## config.mk

```make
export PLATFORM = sky130hd
export DESIGN_NAME = vram_arbiter_flat
export DESIGN_NICKNAME = d
export VERILOG_FILES = /design/src/rtl/vram_arbiter_if.sv /design/src/rtl/vram_arbiter.sv /design/src/flat_wrapper.sv
export SDC_FILE = /design/constraint.sdc
export NUM_CORES = 1
export LEC_CHECK = 0
export ABC_AREA = 1
export CORE_MARGIN = 2
export CORE_UTILIZATION = 35
export DETAILED_ROUTE_END_ITERATION = 10
export HOLD_SLACK_MARGIN = 0.15
export PLACE_DENSITY_LB_ADDON = 0.1
export SYNTH_ARGS = -nofsm -noshare
export SYNTH_HDL_FRONTEND = slang
export SYNTH_SLANG_ARGS = --single-unit
```

## constraint.sdc

```tcl
create_clock -name clk -period 5.07 [get_ports clk]
set_clock_uncertainty 0.1 [all_clocks]
set_input_delay 0.7605 -clock clk [delete_from_list [all_inputs] [get_ports clk]]
set_output_delay 0.7605 -clock clk [all_outputs]
set_load 0.01 [all_outputs]
```

## src/rtl/vram_arbiter_if.sv

```systemverilog
// Host-side request/acknowledge bus of the VRAM arbiter.
// The host drives a request with direction, address and write data; the
// arbiter answers with a one-cycle acknowledge and, for reads, the data.
interface vram_arbiter_if;
   logic        host_req;
   logic        host_we;
   logic [15:0] host_addr;
   logic [7:0]  host_wdata;
   logic        host_ack;
   logic [7:0]  host_rdata;

   modport master (
      output host_req, host_we, host_addr, host_wdata,
      input  host_ack, host_rdata
   );

   modport slave (
      input  host_req, host_we, host_addr, host_wdata,
      output host_ack, host_rdata
   );
endinterface

```

## src/rtl/vram_arbiter.sv

```systemverilog
// VRAM arbiter: the pixel core owns VRAM inside the active display window;
// host writes are posted into a small FIFO and drained during blanking,
// host reads wait for the FIFO to empty so they always observe prior writes.
module vram_arbiter #(
   parameter int ACTIVE_W   = 512,
   parameter int ACTIVE_H   = 480,
   parameter int WBUF_DEPTH = 4
) (
   input  logic                          clk,
   input  logic                          reset,
   input  logic [9:0]                    line,
   input  logic [9:0]                    column,
   input  logic [15:0]                   ppu_addr,
   output logic [7:0]                    ppu_data,
   output logic [15:0]                   mem_addr,
   output logic [7:0]                    mem_wdata,
   output logic                          mem_we,
   input  logic [7:0]                    mem_rdata,
   vram_arbiter_if.slave                 host,
   output logic [$clog2(WBUF_DEPTH):0]   wbuf_count
);

   localparam int PW = $clog2(WBUF_DEPTH);
   localparam int CW = PW + 1;
   localparam logic [10:0]   ACT_W   = 11'(ACTIVE_W);
   localparam logic [10:0]   ACT_H   = 11'(ACTIVE_H);
   localparam logic [CW-1:0] DEPTH_C = CW'(WBUF_DEPTH);

   typedef enum logic [0:0] {
      IDLE    = 1'b0,
      RD_DATA = 1'b1
   } state_t;

   state_t          state;
   state_t          state_nxt;
   logic [PW-1:0]   wr_ptr;
   logic [PW-1:0]   rd_ptr;
   logic [CW-1:0]   count;
   logic [15:0]     buf_addr [WBUF_DEPTH];
   logic [7:0]      buf_data [WBUF_DEPTH];
   logic            rd_pending;
   logic [15:0]     rd_addr;

   logic            ppu_window;
   logic            push;
   logic            accept_rd;
   logic            read_want;
   logic [15:0]     read_addr;
   logic            pop;
   logic            issue;

   assign ppu_data   = mem_rdata;
   assign wbuf_count = count;

   // Arbitration decisions: window, request acceptance, drain and read issue.
   // A read is taken only once (latched in rd_pending) and may issue in the
   // same cycle it is accepted; fullness uses the registered count only.
   always_comb begin
      ppu_window = ({1'b0, column} < ACT_W) && ({1'b0, line} < ACT_H);
      accept_rd  = host.host_req && !host.host_we && !host.host_ack &&
                   !rd_pending && (state == IDLE);
      push       = host.host_req && host.host_we && !host.host_ack &&
                   !rd_pending && (state == IDLE) && (count < DEPTH_C);
      read_want  = rd_pending || accept_rd;
      if (rd_pending) begin
         read_addr = rd_addr;
      end else begin
         read_addr = host.host_addr;
      end
      pop   = reset && (state == IDLE) && !ppu_window && (count != '0);
      issue = reset && (state == IDLE) && !ppu_window && (count == '0) && read_want;
   end

   // Next state and VRAM bus: pixel fetch by default, FIFO drain, read issue.
   always_comb begin
      state_nxt = state;
      mem_addr  = ppu_addr;
      mem_wdata = 8'h00;
      mem_we    = 1'b0;
      case (state)
         IDLE: begin
            if (pop) begin
               mem_addr  = buf_addr[rd_ptr];
               mem_wdata = buf_data[rd_ptr];
               mem_we    = 1'b1;
            end else if (issue) begin
               mem_addr  = read_addr;
               state_nxt = RD_DATA;
            end else begin
               state_nxt = IDLE;
            end
         end
         RD_DATA: begin
            state_nxt = IDLE;
         end
         default: begin
            state_nxt = IDLE;
         end
      endcase
   end

   // State register.
   always_ff @(posedge clk or negedge reset) begin
      if (!reset) begin
         state <= IDLE;
      end else begin
         state <= state_nxt;
      end
   end

   // Write buffer: storage, wrapping pointers and occupancy count.
   always_ff @(posedge clk or negedge reset) begin
      if (!reset) begin
         wr_ptr <= '0;
         rd_ptr <= '0;
         count  <= '0;
         for (int i = 0; i < WBUF_DEPTH; i++) begin
            buf_addr[i] <= 16'h0000;
            buf_data[i] <= 8'h00;
         end
      end else begin
         if (push) begin
            buf_addr[wr_ptr] <= host.host_addr;
            buf_data[wr_ptr] <= host.host_wdata;
            wr_ptr           <= wr_ptr + PW'(1);
         end
         if (pop) begin
            rd_ptr <= rd_ptr + PW'(1);
         end
         case ({push, pop})
            2'b10:   count <= count + CW'(1);
            2'b01:   count <= count - CW'(1);
            default: count <= count;
         endcase
      end
   end

   // Host read tracking and registered host responses.
   always_ff @(posedge clk or negedge reset) begin
      if (!reset) begin
         rd_pending      <= 1'b0;
         rd_addr         <= 16'h0000;
         host.host_ack   <= 1'b0;
         host.host_rdata <= 8'h00;
      end else begin
         if (accept_rd) begin
            rd_pending <= 1'b1;
            rd_addr    <= host.host_addr;
         end else if (state == RD_DATA) begin
            rd_pending <= 1'b0;
         end
         host.host_ack <= push || (state == RD_DATA);
         if (state == RD_DATA) begin
            host.host_rdata <= mem_rdata;
         end
      end
   end

endmodule

```

## src/flat_wrapper.sv

```systemverilog
// flat-port wrapper written by rule: the top's interface ports become plain ports
module vram_arbiter_flat 
#(
   parameter int ACTIVE_W   = 512,
   parameter int ACTIVE_H   = 480,
   parameter int WBUF_DEPTH = 4
)
  (clk, reset, line, column, ppu_addr, ppu_data, mem_addr, mem_wdata, mem_we, mem_rdata, wbuf_count, host_host_req, host_host_we, host_host_addr, host_host_wdata, host_host_ack, host_host_rdata);
  vram_arbiter_if host_i ();
  input  logic clk;
  input  logic reset;
  input  logic [9:0] line;
  input  logic [9:0] column;
  input  logic [15:0] ppu_addr;
  output logic [7:0] ppu_data;
  output logic [15:0] mem_addr;
  output logic [7:0] mem_wdata;
  output logic mem_we;
  input  logic [7:0] mem_rdata;
  output logic [$clog2(WBUF_DEPTH):0] wbuf_count;
  input wire logic [$bits(host_i.host_req)-1:0] host_host_req;
  input wire logic [$bits(host_i.host_we)-1:0] host_host_we;
  input wire logic [$bits(host_i.host_addr)-1:0] host_host_addr;
  input wire logic [$bits(host_i.host_wdata)-1:0] host_host_wdata;
  output wire logic [$bits(host_i.host_ack)-1:0] host_host_ack;
  output wire logic [$bits(host_i.host_rdata)-1:0] host_host_rdata;
  assign host_i.host_req = host_host_req;
  assign host_i.host_we = host_host_we;
  assign host_i.host_addr = host_host_addr;
  assign host_i.host_wdata = host_host_wdata;
  assign host_host_ack = host_i.host_ack;
  assign host_host_rdata = host_i.host_rdata;
  vram_arbiter #(.ACTIVE_W(ACTIVE_W), .ACTIVE_H(ACTIVE_H), .WBUF_DEPTH(WBUF_DEPTH)) u_core (.clk(clk), .reset(reset), .line(line), .column(column), .ppu_addr(ppu_addr), .ppu_data(ppu_data), .mem_addr(mem_addr), .mem_wdata(mem_wdata), .mem_we(mem_we), .mem_rdata(mem_rdata), .host(host_i), .wbuf_count(wbuf_count));
endmodule
```

**Word-level counts from Yosys, hierarchy flattened**

Index checks and enable logic that the tools add are counted.

- Bits in registers: 130
- Bits in latches: 0
- Memories kept: 0
- Input bits: 72
- Memory bits (read-only): 0
- Word-level logic and storage cells: 83
- RAM bits: 0

- Bitwise operators: 3
- Reductions and logical operators: 26
- Mux-type cells: 26
- Equal/unequal tests: 2
- Add/sub/neg operators: 4
- Divide/modulo/power cells: 0
- Shift-type cells: 0
- Magnitude comparators: 6
- Multiply operators: 0

Operators by type and width:

| cell | number |
|---|---|
| $mux W16 | 7 |
| $bwmux W64 | 1 |
| $mux W8 | 5 |
| $bmux W16 S2 | 1 |
| $bwmux W32 | 1 |
| $demux W16 S2 | 1 |
| $bmux W8 S2 | 1 |
| $demux W8 S2 | 1 |
| $logic_and A1 B1 Y1 | 16 |
| $lt A10 B10 Y1 const B | 1 |
| $lt A10 B9 Y1 const B | 1 |
| $ge A3 B3 Y1 const B | 2 |
| $mux W1 | 6 |
| $not A2 Y3 | 2 |
| $pmux W3 S2 | 1 |
| $add A2 B1 Y2 const B | 2 |
| $logic_not A1 Y1 | 4 |
| $reduce_bool A2 Y1 | 2 |
| $add A3 B1 Y3 const B | 1 |
| $logic_not A3 Y1 | 1 |
| $lt A3 B1 Y1 const B | 1 |
| $lt A3 B3 Y1 const B | 1 |
| $reduce_bool A3 Y1 | 1 |
| $sub A3 B1 Y3 const B | 1 |
| other kinds (5) | 6 |

**Longest topological paths before layout**

Gate-level depths: netlist of the first run.

- Depth after elaboration: 10
- Depth in mapped cells: 12
- Depth with buffers taken out: 10

**Worst setup path after synthesis of the first run**

OpenSTA, ideal clock, no wires.

- Path type: input port to flip-flop
- Start point: input port line[7]
- End point: register u_core.count[2] (netlist: u_core.wbuf_count[2])
- Data arrival time: 2.447 ns
- Library setup time: 0.131 ns
- Path slack: 2.392 ns
- Stages on the path: 12
- Data required time: 4.839 ns
- Path buffers: 2
- Cell sequence: nand2_1 > nor2_1 > nor2_1 > nor3_1 > buf_4 > buf_4 > ha_1 > inv_1 > fa_1 > a21oi_1 > o21ai_0 > xor2_1

- Word-level cells in the longest chain between the ends: 7
- Elaborated cells between the ends (all ways): 9
- Those cells by class: order compare (1); eq/ne (2); mux (1); reduce/logical (5)

Ends and longest elaborated chain:

| item | line | source |
|---|---|---|
| start: declaration | flat_wrapper.sv:12 | `input logic [9:0] line;` |
| $lt A10 B9 Y1 (*) | vram_arbiter.sv:59 | `ppu_window = ({1'b0, column} < ACT_W) && ({1'b0, line} < ACT_H);` |
| $logic_and A1 B1 Y1 (*) | vram_arbiter.sv:59 |  |
| $logic_not A1 Y1 (*) | vram_arbiter.sv:70 | `pop = reset && (state == IDLE) && !ppu_window && (count != '0);` |
| $logic_and A1 B1 Y1 (*) (2 in a row) | vram_arbiter.sv:70 |  |
| named net u_core.pop | vram_arbiter.sv:49 | `logic pop;` |
| $eq A2 B1 Y1 / $eq A2 B2 Y1 (equally long branches) | vram_arbiter.sv:130 | `case ({push, pop})` |
| $pmux W3 S2 / $reduce_bool A2 Y1 (equally long branches) | - |  |
| end signal: assignment | vram_arbiter.sv:131 | `2'b10: count <= count + CW'(1);` |
| end signal: assignment | vram_arbiter.sv:132 | `2'b01: count <= count - CW'(1);` |
| end signal: assignment | vram_arbiter.sv:133 | `default: count <= count;` |
| end: declaration | vram_arbiter.sv:38 | `logic [CW-1:0] count;` |

The timed path passes the listed nets; every way through them passes the cells marked *.
A chain may end at the register's enable or synchronous reset.

**Worst setup path in the final report of the first run**

- Start point: input port host_host_req
- End point: output port mem_addr[13]

- Word-level cells in the longest chain between the ends: 9

Ends and longest elaborated chain:

| item | line | source |
|---|---|---|
| start: declaration | flat_wrapper.sv:21 | `input wire logic [$bits(host_i.host_req)-1:0] host_host_req;` |
| $logic_and A1 B1 Y1 (3 in a row) | vram_arbiter.sv:60 | `accept_rd = host.host_req && !host.host_we && !host.host_ack &&` |
| $logic_and A1 B1 Y1 | vram_arbiter.sv:61 | `!rd_pending && (state == IDLE);` |
| $logic_or A1 B1 Y1 | vram_arbiter.sv:64 | `read_want = rd_pending \|\| accept_rd;` |
| $logic_and A1 B1 Y1 | vram_arbiter.sv:71 | `issue = reset && (state == IDLE) && !ppu_window && (count == '0) && read_want;` |
| $mux W16 | vram_arbiter.sv:86 | `end else if (issue) begin` |
| $mux W16 | vram_arbiter.sv:82 | `if (pop) begin` |
| $mux W16 | vram_arbiter.sv:80 | `case (state)` |
| end: declaration | flat_wrapper.sv:16 | `output logic [15:0] mem_addr;` |

No other way between the ends.

==> impl_summary.md, run 1 <==
Run status
The run finished with clean final reports.

Critical path
Traced cell by cell, the critical path runs through clkdlybuf4s50_1, inv_1, nor2_2, nand3_2, buf_4, nand2_4, nand3_4, nand2_1, nand3_1, nand2_1, clkdlybuf4s50_1. The required time reported for the critical path endpoint is 4.21 ns. The highest-delay cell along the critical path is sky130_fd_sc_hd__clkdlybuf4s50_1. The worst setup path is launched from an input port. For the worst setup path, the data arrival time is 3.16 ns. In this run the worst path has a maximum fanout of 33. In this design, the stage delay of the slowest critical-path cell is 0.54 ns. STA classifies the critical path endpoint as an output port. The critical path is of the input port to output port type.

Timing
The number of setup violations in the final report is 0. The worst pin sits at a relative slew slack of 26.9%. The clock period minus worst slack is 4.03 ns. After routing, the total negative slack on setup checks comes to 0 ns. The maximum clock frequency is 0.248 GHz. Setup repair after global routing left no endpoint under its margin.

The number of pins with negative max-slew slack in the final report is 0. The final hold violation count came to 0. The worst path meets setup with 1.04 ns of slack. The slew at the pin with the worst max-slew slack is 1.09 ns.

The final period utilization is 79.4%.

Route
The detailed router used layers up to and including met4. The total length of routed met2 wires is 8.78 mm. The final layout contains routed wiring with a total length of 17.6 mm. The number of vias after detailed routing is 5535.

After detailed routing, the number of vias per cell comes to 4.99. The detailed router's first-iteration violation count is 284. The routed length on met1 is 7.82 mm.

The count of nets left with antenna violations once routing finished came out at 0. The average wire length per cell after detail routing is 15.9 microns. Summed over all nets, wire length on met3 after detailed routing comes to 709 microns.

The number of remaining DRC errors is 0. The first detailed-routing pass ran for 5 iterations.

Floorplanning
The number of top-level pins is 117. The die boundary width is 139 microns. The die covers 19300 sq um. The vertical extent of the die is 139 microns.

The floorplan step defined a core boundary enclosing 17900 sq um. For this configuration, the core starts out at a cell density of 35.6%. The standard-cell row count is 49.

Cells and area
The filler cells instantiated in the layout total 1774. 0 antenna diodes ended up in the layout. Cells fill 45.2% of the core in the end. The synthesis-to-layout area growth is 26.8%.

The post-route non-filler standard cell count is 1110. The fraction of layout cells with a size suffix above 1 is 6.92%. The post-layout net count is 946.

CTS
The clock transition time at the flip-flop clock pins of the worst setup and hold paths is 0.05 ns. The clock insertion delay at the later pin of the skew report is 0.42 ns. The number of levels in the clock H-tree is 4. The post-CTS setup repair buffer count is 0. The longest clock path from root to sink contains 2 buffers. The number of buffers inserted during clock tree synthesis is 17. The tree built by TritonCTS fans out to 130 sinks. CTS placed an instance of sky130_fd_sc_hd__clkbuf_16 at the clock tree root. The CTS tree is yes. In this run, post-CTS repair resized a total of 0 instances. After clock tree synthesis, the flow added hold-fix buffers numbering 0.

Global routing
The via count of the first global-routing pass is 5490. In the global route stage, overall resource usage came out at 18.7%. Entering global routing, the biggest net connects 77 pins. The overflow left after global routing is 0. The number of antenna violations at the first check in global routing is 0. The first global-routing pass estimated 28.5 mm of wire.

Placed design
The setup slack at placement is 1.05 ns. The congestion estimate from routability-driven global placement came to 0.770. Including well taps, the total number of placed cells is 1078.

The half-perimeter wire length after detailed placement is 11.2 mm. Port buffering added 102 buffers.

Yosys
The synthesized area is 6380 sq um. For this run, the number of Yosys warnings is 0. The number of instances in the synthesized netlist is 791.

The netlist uses 31 different library cells. The post-synthesis net count is 869. The number of flip-flops and latches in the synthesized netlist is 130. After synthesis, flip-flops and latches occupy 51.0% of the total area.

In this run the mean area of a mapped cell was 8.07 sq um.

Power
Combinational logic burns 38.3% of the power. Per report_power, the clock group accounts for 26.9% of the total. The net switching power of the design is 1.74 mW. The design draws 4.80 mW. Sequential cells account for 34.7% of the total power. The maximum VDD drop is 0.305 mV. The power density over cell area is 593 nW/um^2. The analysis attributes to cell leakage a power of 3.83 nW. Of the total power, the share spent switching nets is 36.3%.

Internal power comes to 3.05 mW.

Job
Across the run, the number of max-cap violations was 0.

Hold path
The tightest min-delay check is of the flip-flop to flip-flop type.
[final cells by class]
class	count	area, sq um	area share, %
Sequential cell	130	3250	40.2
Inverter	66	249	3.08
Clock inverter	11	159	1.96
Multi-Input combinational cell	538	2560	31.7
Timing Repair Buffer	115	1120	13.8
Tap cell	229	287	3.54
Clock buffer	21	460	5.69
[per-stage QoR]
step,hold slack (ns),cell area [sq um]
after floorplan,0.348,6380
after global placement,0.353,7470
after detailed placement,0.357,7470
after CTS,0.371,8090
after global routing,0.394,8090
final,0.367,8090
[state kept, by name, summed over array words and instances (netlist names)]
register,cells
u_core.buf_addr,64
u_core.buf_data,32
u_core.host.host_ack,1
u_core.host.host_rdata,8
u_core.rd_addr,16
u_core.rd_pending,1
u_core.rd_ptr,2
u_core.state,1
u_core.wbuf_count,3
u_core.wr_ptr,2
[worst max-delay path: cells and delay by family]
family | cells | cell delay (ns)
AND/OR/NAND/NOR | 7 | 1.09
buffers and inverters | 4 | 1.30
[cells in the mapped netlist]
cell                       instances  share of area [%]
sky130_fd_sc_hd__nand3_1          16                1.3
sky130_fd_sc_hd__nor2_2            6               0.59
sky130_fd_sc_hd__o22ai_1          16                1.6
sky130_fd_sc_hd__nand3_2           1               0.16
sky130_fd_sc_hd__fa_1              1               0.31
sky130_fd_sc_hd__buf_2            13                1.0
sky130_fd_sc_hd__nand2_1         160                9.4
sky130_fd_sc_hd__nand3_4           1               0.27
sky130_fd_sc_hd__xor2_1            4               0.55
sky130_fd_sc_hd__buf_1             3               0.18
sky130_fd_sc_hd__a21oi_1          90                7.1
sky130_fd_sc_hd__nand4_4           1               0.33
sky130_fd_sc_hd__inv_2             2               0.12
sky130_fd_sc_hd__clkinv_1          1              0.059
sky130_fd_sc_hd__nor2_1          100                5.9
sky130_fd_sc_hd__nor3_1            2               0.16
sky130_fd_sc_hd__ha_1              5               0.98
sky130_fd_sc_hd__nand2_4           1               0.18
sky130_fd_sc_hd__clkinv_2          1              0.078
sky130_fd_sc_hd__buf_6             2               0.35
sky130_fd_sc_hd__clkbuf_1         18                1.1
sky130_fd_sc_hd__xnor2_1           1               0.14
sky130_fd_sc_hd__nor3_4            1               0.26
sky130_fd_sc_hd__buf_4            21                2.5
sky130_fd_sc_hd__or2_2             1              0.098
sky130_fd_sc_hd__o21ai_0         102                8.0
sky130_fd_sc_hd__o21ai_1          12               0.94
sky130_fd_sc_hd__nor2_8            1               0.31
sky130_fd_sc_hd__inv_1            62                3.6
sky130_fd_sc_hd__dfrtp_1         130                 51
sky130_fd_sc_hd__nand4_1          16                1.6
[placed cells by master (no fill, tap or decap), types with 2 or more instances in the layout]
cell / n
sky130_fd_sc_hd__nand4_1: 16
sky130_fd_sc_hd__bufinv_16: 4
sky130_fd_sc_hd__inv_2: 2
sky130_fd_sc_hd__ha_1: 5
sky130_fd_sc_hd__xor2_1: 4
sky130_fd_sc_hd__o22ai_1: 16
sky130_fd_sc_hd__dfrtp_1: 130
sky130_fd_sc_hd__a21oi_1: 90
sky130_fd_sc_hd__buf_4: 14
sky130_fd_sc_hd__o21ai_0: 102
sky130_fd_sc_hd__clkbuf_1: 2
sky130_fd_sc_hd__nand3_1: 16
sky130_fd_sc_hd__clkdlybuf4s50_1: 101
sky130_fd_sc_hd__o21ai_1: 12
sky130_fd_sc_hd__nand2_1: 160
sky130_fd_sc_hd__clkbuf_16: 17
sky130_fd_sc_hd__clkbuf_8: 2
sky130_fd_sc_hd__clkinv_2: 7
sky130_fd_sc_hd__nor2_2: 5
sky130_fd_sc_hd__inv_1: 62
sky130_fd_sc_hd__nor2_1: 100
[path summary, 6_finish.rpt]
check	startpoint	slack, ns	depth (start not counted)	endpoint
max in group asynchronous	reset	3.05	3	u_core.buf_data[19]
max reg2reg	u_core.state	2.25	10	u_core.wbuf_count[2]
min	u_core.host.host_rdata[5]	0.37	2	u_core.host.host_rdata[5]
min in group asynchronous	reset	0.52	2	u_core.rd_addr[7]
max	host_host_req	1.04	11	mem_addr[13]
min reg2reg	u_core.host.host_rdata[5]	0.37	2	u_core.host.host_rdata[5]
[layer usage]
| metal | vias up | track usage [%] |
|---|---|---|
| met1 | 2640 | 24.0 |
| met5 | - | 0 |
| met3 | 23 | 3.69 |
| met4 | 0 | 7.28 |
| met2 | 144 | 31.4 |
| li1 | 2728 | - |
[cell families after synthesis]
logic type	Yosys count	synth area share [%]
adders and majority gates	6	1.29
AOI/OAI and AO/OA	220	17.6
and+or+nand+nor	307	20.5
xor gates and xnor gates	5	0.686
DFF	130	51.0
buffers and inverters	123	8.98
[power by group through the flow]
stage               clock network [mW]  logic, mW  registers [mW]
floorplan                            0       1.16            1.65
global placement                     0       1.81            1.66
detailed placement                   0       1.85            1.68
CTS                               1.31       1.86            1.67
global route                      1.37       2.08            1.72
finish                            1.29       1.84            1.67
(Power assumes the default switching activity.)
==> run 2: changes to the inputs <==
- clock period: 5.07 -> 3.6 ns (I/O delays scaled with it)
==> run 2 against run 1 <==
Net effect:
- clock power up 38%
- largest cell class unchanged
- worst hold slack got worse by 0.13 ns
- critical path type is now flip-flop to output port
- largest power group unchanged
- register-to-register slack got worse by 1.1 ns
- sequential power increased by 40%
- setup slack got worse by 0.81 ns
- critical path depth shrank 5
- cell count grew 0.63%
- wire length grew 0.87%
- sequential cell count did not move
- global-route usage about the same
==> impl_summary.md, run 2 (same netlist as run 1, synthesis figures left out) <==
Critical path
The critical-path maximum fanout is 25. The setup check on the worst reg-to-reg path leaves a slack of 1.14 ns. Counting both buffers and inverters, the worst setup path holds a total of 2. The required time reported for the critical path endpoint is 2.96 ns.

The largest single stage delay on the critical path is 0.76 ns. The signal on the critical path passes through inv_1, o21ai_0, o22ai_1, nand2_1, nand2_1, clkdlybuf4s50_1. The number of cell instances on the worst register-to-register path is 10. The most repeated library cell on the critical path is sky130_fd_sc_hd__nand2_1. The worst setup path is captured at an output port. The worst endpoint data arrival time is 2.73 ns.

The critical path class is flip-flop to output port. The worst register-to-register path begins at u_core.state. The worst setup path is launched from a flip-flop. The highest-delay cell along the critical path is sky130_fd_sc_hd__inv_1. The capturing point of the worst reg2reg path is u_core.wbuf_count[2].

Grouping stages by cell kind, the critical path spends the most delay in buffers and inverters.

Power
VDD sags by at most 0.447 mV. For this design the static power due to leakage is 3.84 nW. Of the total power, combinational logic draws 38.9%. The net switching power of the design is 2.52 mW.

Of the total power, registers draw 34.7%. After layout, the design draws a total of 6.76 mW. Power spread over the standard cell area amounts to 829 nW/um^2.

The internal power of the cells totals 4.24 mW. The clock network burns 26.4% of the power. In this run switching power makes up 37.2% of total power.

CTS
The clock insertion delay at the later pin of the skew report is 0.42 ns. The number of buffers on the longest clock path is 2. The tree built by TritonCTS fans out to 130 sinks. The cell at the root of the clock tree is sky130_fd_sc_hd__clkbuf_16.

TritonCTS built the clock tree. The clock transition time at the flip-flop clock pins of the worst setup and hold paths is 0.06 ns. The H-tree was split into 4 levels.

Counting the buffers created by CTS gives 17. The total of hold buffers inserted after clock tree synthesis is 0.

Route
After detailed routing, the number of remaining DRC violations is 0. In this run, the number of DRC markers left after iteration 0 of detailed routing was 322. Summed over all layers, the routed wires come to 17.8 mm.

Dividing the detail-routed wire length by the instance count gives 15.9 microns. The count of nets left with antenna violations after detail routing is 0. Detailed routing inserted a total of 5601 vias.

The first detailed-routing pass took 4 iterations. The ratio of routed vias to standard cells is 5.01.

Global routing
Entering global routing, the biggest net connects 70 pins. The first global-routing pass estimated 28.5 mm of wire. The number of antenna violations at the first check in global routing came to 0. The overflow left after global routing is 0. The global routing usage summed across all routing layers is 18.7%. The via count of the first global-routing pass came to 5413.

Hold path
In this run the worst hold path is classified as input port to async pin.

Cells and area
Leaving out fill and tap cells, the most frequent cell in the layout is sky130_fd_sc_hd__nand2_1. More flip-flops sit in one register than any other, and that register is u_core.buf_addr. The top cell types in the final layout, fill and taps aside, are sky130_fd_sc_hd__nand2_1, sky130_fd_sc_hd__dfrtp_1, sky130_fd_sc_hd__o21ai_0. The flip-flop count of the largest register, all copies and words added is 64. The repair_antennas step left the layout with diodes totalling 0. At the end of the flow, the number of nets in the layout was 953. The synthesis-to-layout area growth is 27.8%. The largest registers in the layout are u_core.buf_addr (64), u_core.buf_data (32), u_core.rd_addr (16). For this run, the share of the core covered by cells in the final layout is 45.5%.

The count of fill cells added during filler insertion is 1783. Cells with a size suffix above 1 make up 7.88% of the layout.

Floorplanning
The vertical extent of the die is 139 microns. The area of the placeable core is 17900 sq um. The die covers 19300 sq um. In this run the core area contains 49 standard-cell rows. The initial core utilization is 35.6%. 117 I/O pins were placed.

The die is 139 microns wide.

Timing
The headroom to the max-slew limit is 30.4%. The maximum clock frequency is 0.297 GHz. Setup repair after global routing left no endpoint under its margin. The clock period minus worst slack is 3.37 ns. The number of pins with negative max-slew slack in the final report came to 0.

The worst path uses 93.5% of the clock period. The final hold violation count is 0. At the pin with the least slew margin, the transition time is 1.04 ns. The number of setup violations in the final report is 0.

Placed design
The number of buffers inserted by port buffering is 102. The half-perimeter wire length after detailed placement is 11.4 mm. Routability-driven placement finished with a final weighted congestion of 0.738.

Job
The number of max-cap violations is 0.

Run status
The run finished with clean final reports.
-- run 2: cell count changes in the layout (fill, tap and decap cells not counted), sizes merged --
cell | previous run | this run
buf | 14 | 21
bufinv | 4 | 3
clkbuf | 21 | 17
clkinv | 9 | 6
clkinvlp | 0 | 4
inv | 64 | 68
-- run 2: through the flow --
step / cells / instance area [sq um] / hold slack (ns) / setup WS (ns) / TNS (ns)
2_1_floorplan: 791 / 6380 / 0.144 / 1.14 / 0
3_3_place_gp: 1083 / 7530 / 0.353 / -0.170 / -2.17
3_5_place_dp: 1083 / 7530 / 0.363 / -0.194 / -2.53
4_1_cts: 1115 / 8140 / 0.283 / 0.0782 / 0
5_1_grt: 1117 / 8150 / 0.319 / 0.0657 / 0
6_report: 1117 / 8150 / 0.238 / 0.233 / 0
-- run 2: power groups by stage --
stage | clock network (mW) | registers [mW] | logic (mW)
6_report | 1.78 | 2.34 | 2.63
5_1_grt | 1.89 | 2.41 | 2.95
4_1_cts | 1.82 | 2.34 | 2.65
3_5_place_dp | 0 | 2.36 | 2.64
3_3_place_gp | 0 | 2.33 | 2.58
2_1_floorplan | 0 | 2.33 | 1.64
-- run 2: layout make-up --
| type | instances | area [sq um] | share of cell area [%] |
|---|---|---|---|
| clock inverters | 15 | 183 | 2.24 |
| clock buffers | 17 | 425 | 5.22 |
| inverters | 66 | 249 | 3.05 |
| flip-flops and latches | 130 | 3250 | 39.9 |
| repair buffers | 122 | 1190 | 14.6 |
| well taps | 229 | 287 | 3.51 |
| multi-input cells | 538 | 2560 | 31.4 |
-- run 2: worst max-delay path by stage --
stage	endpoint	depth (start not counted)	slack [ns]	startpoint
6_report	mem_addr[5]	6	0.23	u_core.rd_ptr[1]
3_5_place_dp	mem_addr[14]	10	-0.19	line[7]
2_1_floorplan	u_core.wbuf_count[2]	12	1.14	line[7]
3_3_place_gp	mem_addr[13]	10	-0.17	line[7]
4_1_cts	mem_addr[14]	10	0.08	line[6]
5_1_grt	mem_addr[5]	6	0.07	u_core.rd_ptr[1]
-- run 2: worst reg2reg max path: cells and delay by family, from the launching register on --
kind            cells  cell delay (ns)
flops               1             0.39
simple gates        2             0.37
buf+inv             3             0.46
fa+ha+maj           2             0.60
xor+xnor            1             0.15
compound gates      2             0.27
-- run 2: per-layer routing --
metal | share of wire, % | global-route usage [%] | vias up
met4 | 1.5 | 6.01 | 0
met5 | 0 | 0 | -
li1 | - | - | 2738
met3 | 4.6 | 3.76 | 24
met1 | 44 | 24.4 | 2686
met2 | 50 | 31.6 | 153
-- run 2: timing repair --
item                       CTS  global route
setup endpoints to repair   16            12
pin swaps                    0             1
resized for setup            1             0
gates cloned                 0             0
setup buffers                0             2
==> run 3: changes to the inputs <==
--- a/config.mk
+++ b/config.mk
@@ -8,5 +8,5 @@
 export ABC_AREA = 1
 export CORE_MARGIN = 2
-export CORE_UTILIZATION = 35
+export CORE_UTILIZATION = 48
 export DETAILED_ROUTE_END_ITERATION = 10
 export HOLD_SLACK_MARGIN = 0.15
==> constraint.sdc (replaced) <==
create_clock -name clk -period 3.6 [get_ports clk]
set_clock_uncertainty 0.1 [all_clocks]
set_input_delay 1.08 -clock clk [delete_from_list [all_inputs] [get_ports clk]]
set_output_delay 1.08 -clock clk [all_outputs]
set_load 0.01 [all_outputs]
==> run 3 against run 2 <==
Net effect:
- setup slack lost 0.14 ns
- highest routed layer unchanged
- clock power shrank 6%
- die area shrank 26%
- count of clock-buffer cells in the layout grew 9
- largest power group unchanged
- wire length shrank 0.89%
- critical path type is now input port to output port
- sequential cell count is the same
- register-to-register slack lost 0.38 ns
- fmax shrank 4.1%
==> impl_summary.md, run 3 (same netlist as run 1, synthesis figures left out) <==
Floorplanning
The vertical extent of the die is 119 microns. For this configuration, the core starts out at a cell density of 48.8%. The die footprint is 14200 sq um.

Measured along the x axis, the die boundary spans 119 microns. The region available for standard cell placement spans 13100 sq um. The standard-cell row count is 42. The number of top-level pins is 117.

Global routing
The via count of the first global-routing pass came to 5688. The global routing usage summed across all routing layers is 25.9%. The first-pass GRT wire length is 28.9 mm.

The number of antenna violations at the first check in global routing was 0. The overflow left after global routing is 0. Entering global routing, the biggest net connects 78 pins.

Route
The routed layout has 5873 vias. The number of remaining DRC errors is 0. After detailed routing, the average wire length per cell comes to 15.9 microns. For this block, the routed nets add up to 17.6 mm of wire. The first detailed-routing pass ran for 7 iterations. The detailed router's first-iteration violation count is 394. After detailed routing, the number of vias per cell comes to 5.31. The count of nets left with antenna violations after detail routing is 0.

CTS
The root buffer cell chosen for the clock tree is sky130_fd_sc_hd__clkbuf_16. The clock sink count is 130. Clock-pin slew was measured on the worst setup and hold paths at 0.05 ns. The number of buffers on the longest clock path is 2. The H-tree was split into 4 levels. The number of buffers inserted during clock tree synthesis is 17. The CTS tree is yes. The clock insertion delay at the later pin of the skew report is 0.42 ns. The total of hold buffers inserted after clock tree synthesis is 0.

Critical path
The sort of element at the end of the critical path is an output port. The worst endpoint data arrival time is 2.33 ns. The critical path class is input port to output port.

STA puts the critical path data required time at 2.42 ns. The worst setup path is launched from an input port. The critical-path maximum fanout is 4.

Cells and area
The post-route non-filler standard cell count is 1107. The repair_antennas step left the layout with diodes totalling 0. The synthesis-to-layout area growth is 33.8%. The register ranked first by flip-flop count is u_core.buf_addr. The net count of the finished layout is 997. The flip-flop count of the largest register, all copies and words added is 64. The fraction of layout cells with a size suffix above 1 is 17.7%. In the layout the commonest cells are sky130_fd_sc_hd__nand2_1, sky130_fd_sc_hd__dfrtp_1, sky130_fd_sc_hd__o21ai_0. In the final layout, the registers with the most flip-flops are u_core.buf_addr (64), u_core.buf_data (32), u_core.rd_addr (16). The most common cell after layout, fill and taps aside is sky130_fd_sc_hd__nand2_1.

Timing
Setup repair after global routing left no endpoint under its margin. The number of pins with negative max-slew slack in the final report is 0. For the pin with the worst max-slew slack, the measured transition is 0.949 ns.

The maximum clock frequency is 0.285 GHz. Subtracting the final worst setup slack from the clock period gives 3.51 ns. The number of setup violations in the final report is 0. The final hold violation count is 0. The headroom to the max-slew limit is 36.7%. The final period utilization is 97.5%. In the post-route analysis, the smallest setup slack over all paths is 0.0903 ns.

Hold path
The tightest min-delay check is of the flip-flop to flip-flop type.

Power
For this design the ratio of total power to cell area is 812 nW/um^2. Summed over all cells, the static leakage comes to 4.21 nW. The maximum VDD drop is 0.426 mV.

The final total power is 6.93 mW.

Run status
The flow ran to the end, and the final reports show no timing, DRC or antenna violations.

Placed design
Routability-driven placement finished with a final weighted congestion of 0.844. Timing analysis after detailed placement gives a worst setup slack of -0.780 ns. Once placement completed, the tool counted placed cells totaling 1062. The number of buffers inserted by port buffering is 102.

The half-perimeter wire length after detailed placement is 11.3 mm.

Job
Max-cap violations in this run came to 0.
run 3: cell count changes in the layout (fill, tap and decap cells not counted), sizes merged, moves of 2 or more:
cell	before	now
buf	21	89
clkbuf	17	31
clkdlybuf4s15	0	2
clkdlybuf4s50	101	69
clkinvlp	4	0
inv	68	64
run 3: path summary, 6_finish.rpt:
kind                                    start              endpoint  slack (ns)  cells after the start
min in group asynchronous               reset          u_core.state        0.71                      2
max                                   line[9]          mem_addr[15]        0.09                     10
max reg2reg                      u_core.state  u_core.wbuf_count[2]        0.76                     13
max in group asynchronous               reset   u_core.buf_addr[37]        1.27                      3
min reg2reg                u_core.rd_addr[14]    u_core.rd_addr[14]        0.38                      2
min                        u_core.rd_addr[14]    u_core.rd_addr[14]        0.38                      2
run 3: stage by stage:
stage | hold WS (ns) | TNS [ns] | utilization (%) | instance area (sq um)
final | 0.375 | 0 | 65.2 | 8540
after floorplan | 0.348 | 0 | - | 6380
after detailed placement | 0.363 | -15.52 | 59.0 | 7720
after global routing | 0.393 | 0 | 65.2 | 8540
after global placement | 0.358 | -14.78 | 59.0 | 7720
after CTS | 0.377 | 0 | 64.8 | 8480
run 3: power by group:
group          internal (mW)  total [mW]  switching (mW)  leakage (nW)
logic                   1.22        2.90            1.68          2.29
registers               2.05        2.36           0.312          1.64
clock network           1.08        1.67           0.589         0.284
run 3: area by class of cell:
cell class                 instances  area [sq um]
clock buffer                      26           499
clock inverter                     5          75.1
fill                            1127          4550
inverter                          66           251
multi-input combinational        538          2690
sequential                       130          3250
tap                              176           220
timing repair buffer             166          1550
run 3: critical path, stage by stage:
cell	delay [ns]
sky130_fd_sc_hd__clkbuf_2	0.08
sky130_fd_sc_hd__or2_4	0.24
sky130_fd_sc_hd__nor2_4	0.18
sky130_fd_sc_hd__nor3_4	0.08
sky130_fd_sc_hd__buf_6	0.15
sky130_fd_sc_hd__buf_6	0.12
sky130_fd_sc_hd__buf_8	0.13
sky130_fd_sc_hd__nand2_4	0.07
sky130_fd_sc_hd__nand2_2	0.07
sky130_fd_sc_hd__buf_6	0.12
run 3: repair_timing:
item,4_1_cts,5_1_grt
setup buffers,11,1
endpoints found under the setup margin,25,23
pin swaps,18,12
resized for setup,144,25
cloned,3,0
run 3: metal layers:
| layer | global-route usage, % | wire, microns |
|---|---|---|
| met4 | 8.38 | 235 |
| met5 | 0 | 0 |
| met3 | 4.60 | 1010 |
| met1 | 34.9 | 7700 |
| met2 | 42.9 | 8670 |
